**src/rtl/fanout_fork.sv**
```systemverilog
// fanout_fork: zero-latency one-to-many token fork.
//
// A single upstream token (in_valid/in_data/in_ready) is offered to every
// active output channel. The payload is shared by all channels and passed
// straight through; nothing is stored.
//
// Two fork flavours, chosen by cfg_eager:
//   eager - each channel may take the token in a different cycle; a
//           registered done vector remembers who has already been served,
//           and the token is retired once every active channel has it.
//   lazy  - the token is offered only when every active channel is ready,
//           so all of them accept it in the same cycle; done stays clear.
//
// Ports
//   CLK         sole clock, rising edge
//   RESET       synchronous active-high reset
//   in_valid    upstream token present
//   in_data     upstream payload [DATA_WIDTH]
//   in_ready    upstream token consumed this cycle (with in_valid)
//   out_valid   per-channel token offered [NUM_OUT]
//   out_data    shared payload, equal to in_data [DATA_WIDTH]
//   out_ready   per-channel downstream ready [NUM_OUT]
//   cfg_en      per-channel enable [NUM_OUT]
//   cfg_sel     per-channel route select [NUM_OUT]
//   cfg_eager   1 = eager fork, 0 = lazy fork
//   xfer_count  number of upstream tokens consumed, wrapping [CNT_WIDTH]
module fanout_fork #(
   parameter int NUM_OUT    = 6,
   parameter int DATA_WIDTH = 16,
   parameter int CNT_WIDTH  = 16
) (
   input  logic                  CLK,
   input  logic                  RESET,
   input  logic                  in_valid,
   input  logic [DATA_WIDTH-1:0] in_data,
   output logic                  in_ready,
   output logic [NUM_OUT-1:0]    out_valid,
   output logic [DATA_WIDTH-1:0] out_data,
   input  logic [NUM_OUT-1:0]    out_ready,
   input  logic [NUM_OUT-1:0]    cfg_en,
   input  logic [NUM_OUT-1:0]    cfg_sel,
   input  logic                  cfg_eager,
   output logic [CNT_WIDTH-1:0]  xfer_count
);

   localparam logic [CNT_WIDTH-1:0] CNT_ONE = CNT_WIDTH'(1);

   logic [NUM_OUT-1:0] active;
   logic [NUM_OUT-1:0] rdy_ok;
   logic [NUM_OUT-1:0] done;
   logic               take;

   assign active = cfg_en & cfg_sel;

   // A channel does not hold up the token if it is not a target, has
   // already been served, or is ready now. A done bit left on a channel
   // that has since become inactive is harmless here: ~active already
   // covers it.
   assign rdy_ok = ~active | done | out_ready;

   assign in_ready = (&rdy_ok) & ~RESET;
   assign take     = in_valid & in_ready;
   assign out_data = in_data;

   always_comb begin
      out_valid = '0;
      if (!RESET) begin
         if (cfg_eager)
            out_valid = {NUM_OUT{in_valid}} & active & ~done;
         else
            out_valid = {NUM_OUT{take}} & active;
      end
   end

   // done: cleared on reset, in lazy mode and when the token retires;
   // otherwise accumulates the channels that handshook this cycle. With
   // in_valid low, out_valid is zero, so done simply holds.
   always_ff @(posedge CLK) begin
      if (RESET)
         done <= '0;
      else if (!cfg_eager || take)
         done <= '0;
      else
         done <= done | (out_valid & out_ready);
   end

   always_ff @(posedge CLK) begin
      if (RESET)
         xfer_count <= '0;
      else if (take)
         xfer_count <= xfer_count + CNT_ONE;
   end

endmodule

```
**config.mk**
```make
export PLATFORM = sky130hd
export DESIGN_NAME = fanout_fork
export DESIGN_NICKNAME = d
export VERILOG_FILES = /design/src/rtl/fanout_fork.sv
export SDC_FILE = /design/constraint.sdc
export NUM_CORES = 1
export LEC_CHECK = 0
export CORE_MARGIN = 2
export CORE_UTILIZATION = 38
export DETAILED_ROUTE_END_ITERATION = 10
export HOLD_SLACK_MARGIN = 0.08
export PLACE_DENSITY = 0.84
export SYNTH_ARGS = -nofsm -noshare
export SYNTH_HDL_FRONTEND = slang
export SYNTH_SLANG_ARGS = --single-unit
```
**constraint.sdc**
```tcl
create_clock -name CLK -period 2.2 [get_ports CLK]
set_clock_uncertainty 0.2 [all_clocks]
set_input_delay 0.33 -clock CLK [delete_from_list [all_inputs] [get_ports CLK]]
set_output_delay 0.33 -clock CLK [all_outputs]
set_load 0.02 [all_outputs]
```
# [Word level (Yosys, flattened, before mapping)]
# Cells that the tools add are included.
[classes] n_mux=2 n_reduce_logical=4 bitwise_logic=13 n_addsub=1
[op_table] operator="6-bit bitwise AND" count=5
[op_table] operator="6-bit OR" count=3
[op_table] operator="16-bit by 1-bit adder with 16-bit output (second input constant)" count=1
[op_table] operator="6-bit two-way mux" count=2
[op_table] operator="6-bit inverter" count=2
[op_table] operator="6-bit AND reduction" count=1
[op_table] operator="1-bit bitwise AND" count=2
[op_table] operator="2-bit OR reduction" count=1
[op_table] operator="1-bit zero test" count=1
[op_table] operator="1-bit logical OR" count=1
[op_table] operator="1-bit inverter" count=1
[word_totals] regBits=22 word_cells=22 input_bits=38

# [Longest topological paths before layout]
# Gate-level depths: netlist of run 1.
[logic_depth] depth_word=12 ltp_mapped=6 mapped_depth_nobuf=6

# [Worst setup path after synthesis of run 1]
# Ideal clock, no wire load.
[synth_timing] path_type="input-to-output" from="in out_ready[2]" to="out out_valid[4]" path_slack_ps=-8 cell_stages=6 arrival_time_ps=1678 cell_sequence="and4bb_1 -> a31oi_4 -> nand3_1 -> or2_1 -> buf_2 -> a2111oi_4"
[synth_between] elab_chain_cells=7
[synth_rtl] element="start: declaration" line_no="39" source="input logic [NUM_OUT-1:0] out_ready,"
[synth_rtl] element="6-bit OR" line_no="59" source="assign rdy_ok = ~active | done | out_ready;"
[synth_rtl] element="6-bit AND reduction" line_no="61" source="assign in_ready = (&rdy_ok) & ~RESET;"
[synth_rtl] element="1-bit bitwise AND" line_no="61"
[synth_rtl] element="1-bit bitwise AND" line_no="62" source="assign take = in_valid & in_ready;"
[synth_rtl] element="6-bit bitwise AND" line_no="71" source="out_valid = {NUM_OUT{take}} & active;"
[synth_rtl] element="6-bit two-way mux" line_no="68" source="if (cfg_eager)"
[synth_rtl] element="6-bit two-way mux" line_no="67" source="if (!RESET) begin"
[synth_rtl] element="end: declaration" line_no="37" source="output logic [NUM_OUT-1:0] out_valid,"
# No other way between the ends.

# [Worst setup path in the final report of run 1]
[layout_timing] from="reg done[3]" to="out out_valid[4]"
[layout_between] elab_chain_cells=8
[layout_rtl] element="start: declaration" line_no="50" source="logic [NUM_OUT-1:0] done;"
[layout_rtl] element="start signal: assignment" line_no="84" source="done <= done | (out_valid & out_ready);"
[layout_rtl] element="6-bit OR (2 in a row)" line_no="59"
[layout_rtl] element="6-bit AND reduction" line_no="61"
[layout_rtl] element="1-bit bitwise AND" line_no="61"
[layout_rtl] element="1-bit bitwise AND" line_no="62"
[layout_rtl] element="6-bit bitwise AND" line_no="71"
[layout_rtl] element="6-bit two-way mux" line_no="68"
[layout_rtl] element="6-bit two-way mux" line_no="67"
# No other way between the ends.

==> results.py, run 1 <==
metrics = {
    "placed_design": {
        "postPlaceCellArea_mm2": 0.001933,
        "port-buffer-count": 44,
        "dp_hpwl_mm": 2.806,
        "gp_congestion": 0.8157,
    },
    "finish": {
        "diodes": 0,
        "n_fill_cell": 276,
        "layout.nets": 264,
        "multiInputGateArea_um2": 783.3,
        "area_delta_synth_final_pct": 54.80,
        "finalInstanceArea_mm2": 0.002039,
        "drive_gt1_frac": 0.3259,
        "seq_area_um2": 445.4,
    },
    "status": {
        "violations": "setup timing",
        "status": "complete, but fails checks",
    },
    "power": {
        "p_sw_uw": 222.8,
        "p_per_area_mw_per_mm2": 403.7,
        "pwr-share-comb": 0.226,
        "p_int_uw": 600.6,
        "ir_worst_vdd_mv": 0.2753,
        "swShare": 0.2706,
        "cellLeakagePower_uw": 0.0007779,
        "clock_power_share": 0.281,
        "finalPower_uw": 823.4,
        "power_frac_seq": 0.494,
    },
    "yosys": {
        "async_reset_ff_frac": 0,
        "synth_edf_count": 0,
        "synth_top_cell_by_area": "dfxtp_1",
        "syn_avg_cell_area_um2": 8.392,
        "ys_types": 31,
        "synth_top_area_share": 0.3343,
        "syn_nets": 196,
        "yosysMostFrequentCell": "dfxtp_1",
        "netlist_area_mm2": 0.001318,
        "synthTopCellsByArea": "dfxtp_1, buf_4, a21oi_1",
        "synth-seq-cells": 22,
        "syn_inst": 157,
        "ys.flop_type": "dfxtp_1",
        "yosysSeqAreaShare": 0.3343,
        "synth_warnings": 0,
        "synthTopCellsByCount": "dfxtp_1, nor2_1, a21oi_1, buf_4, o21ai_0",
    },
    "drt": {
        "drc": 0,
        "antenna_left": 0,
        "drtPass1Iterations": 4,
        "vias": 1446,
        "post_drt_via_cell_ratio": 5.356,
        "drtIter0Drc": 53,
        "wl_mm": 3.934,
        "wire_per_inst_um": 14.57,
    },
    "global_route": {
        "grt_pass1_wl_mm": 6.037,
        "globalRouteOverflowTotal": 0,
        "grt_max_degree": 14,
        "antenna_found_initial": 0,
        "grt_pass1_vias": 1344,
        "grt.total_usage": 0.1888,
    },
    "setup_path": {
        "r2r-start": "done[3]$_SDFF_PP0_",
        "critPathLaunch": "done[3]$_SDFF_PP0_",
        "cp_data_required_time_ns": 1.67,
        "crit_fanout": 2,
        "worstSetupPathType": "flop to output port",
        "critPathLaunchType": "flop",
        "critPathCaptureType": "output port",
        "crit_arrival_ns": 1.95,
    },
    "clock_tree": {
        "clock-sinks": 22,
        "root_buffer": "clkbuf_4",
        "cts_tree": "built",
        "h-tree-depth": 1,
        "insertion_delay_ns": 0.32,
        "cts_made_buffers": 3,
        "clk_pin_slew_worst_paths_ns": 0.12,
        "clock_path_buffers": 2,
    },
    "sta": {
        "hold_viol": 0,
        "finalCriticalPeriod_ns": 2.476,
        "fin_crit_sh": 1.125,
        "fmax_mhz": 403.9,
        "setup_ws_ns": -0.2758,
        "tightest_slew_ns": 0.3190,
        "rsz0062_at_grt": "true",
        "setup_viol_count_final": 6,
        "slew_headroom": 0.7867,
        "maxSlewViolCount": 0,
    },
    "floorplanning": {
        "die_y_um": 62.88,
        "core_area_mm2": 0.003337,
        "die-area_mm2": 0.003954,
        "ios": 77,
        "die_w_um": 62.88,
        "rows": 21,
        "start_util": 0.3948,
    },
    "run": {
        "cap_violations": 0,
    },
    "min_path": {
        "holdCritPathClass": "input pin to flop",
        "min_from": "out_ready[1]",
    },
}
## power by group through the flow
stage	combinational, µW	sequential (µW)	clock [µW]
after CTS	174	406	236
after global placement	167	415	0
after detailed placement	170	415	0
after global routing	197	407	247
after floorplan	97.9	418	0
final	186	406	231
## metal layers
| metal | GRT usage | share of wire | vias up |
|---|---|---|---|
| li1 | - | - | 697 |
| met2 | 0.3218 | 0.52 | 40 |
| met1 | 0.2352 | 0.42 | 704 |
| met5 | 0 | 0 | - |
| met4 | 0.09444 | 0.016 | 0 |
| met3 | 0.01802 | 0.044 | 5 |
## flip-flops by register name (all words and copies together) (netlist names)
| register | flops |
|---|---|
| xfer_count | 16 |
| done | 6 |
## repair_timing
item	in CTS	in global routing
hold buffers	0	0
gates cloned	0	0
gates resized for setup	58	10
setup endpoints to repair	7	13
setup buffers	4	1
pin swaps	8	8
## metrics by stage
step | worst slack, ns | hold slack (ns) | setup TNS, ns | instances | util
floorplan | -0.007907 | 0.2460 | -0.007907 | 157 | -
global placement | -0.8344 | 0.2722 | -7.419 | 261 | 0.5793
detailed placement | -0.8976 | 0.2857 | -8.208 | 261 | 0.5793
CTS | -0.3442 | 0.2344 | -1.475 | 269 | 0.5977
global route | -0.3284 | 0.1813 | -1.708 | 270 | 0.6112
finish | -0.2758 | 0.1359 | -1.244 | 270 | 0.6112
## cell families (layout without fill, tap and decap cells)
kind of cell	after synthesis	count (layout)	share of synthesized area
AOI/OAI and AO/OA	38	38	0.2089
and+or+nand+nor	69	69	0.3067
DFF	22	22	0.3343
adders and majority gates	1	1	0.009495
buffers and inverters	23	90	0.1130
xor gates and xnor gates	3	3	0.01995
muxes	1	1	0.007598
## path summary, 6_finish.rpt
kind	to	slack [ns]	cells after the start
min	done[1]$_SDFF_PP0_	0.14	3
min reg2reg	xfer_count[13]$_SDFFE_PP0N_	0.30	2
max	out_valid[4]	-0.28	6
max reg2reg	xfer_count[15]$_SDFFE_PP0N_	0.11	8
## worst max-delay path, cell delays in order (launching register included)
cell and delay (ns):
dfxtp_2 0.35, and4bb_1 0.21, a31oi_4 0.19, nand3_2 0.10
or2_4 0.25, a2111oi_4 0.32, buf_4 0.20
## placed cells by master, fill, tap and decap left out, types with 2 or more instances in the layout
master	netlist	final
xor2_1	3	3
clkdlybuf4s50_1	0	23
a31oi_4	2	2
clkbuf_4	0	3
and4bb_2	1	2
or3_2	2	2
nand2b_1	6	6
a21oi_1	16	11
o31ai_1	3	3
nand3b_1	2	2
dfxtp_2	0	4
nand3_1	9	7
inv_1	3	3
nor2_1	17	15
a41oi_1	6	6
and4bb_1	3	2
buf_4	16	45
or4_1	2	2
nand2_1	8	8
nor2_4	0	2
dlygate4sd2_1	0	13
dfxtp_1	22	18
nand3_2	0	2
o21ai_0	10	10
nand4_1	6	6
or3_1	7	7
a21oi_2	0	5
## cell type report
type | instances | share of cell area
multi-input cells | 112 | 0.3840
repair buffers | 83 | 0.3460
flip-flops and latches | 22 | 0.2184
well taps | 46 | 0.02822
clock buffers | 4 | 0.01779
inverters | 3 | 0.005521
Note: power is estimated with default switching activity, not from simulation.
==> run 2, diff against run 1 <==
--- a/config.mk
+++ b/config.mk
@@ -8,7 +8,7 @@
 export CORE_MARGIN = 2
 export CORE_UTILIZATION = 38
 export DETAILED_ROUTE_END_ITERATION = 10
-export HOLD_SLACK_MARGIN = 0.08
+export HOLD_SLACK_MARGIN = 0.1
 export PLACE_DENSITY = 0.84
 export SYNTH_ARGS = -nofsm -noshare
 export SYNTH_HDL_FRONTEND = slang
==> results of run 2 <==
The final DEF is identical to that of run 1; final timing and power are the same.
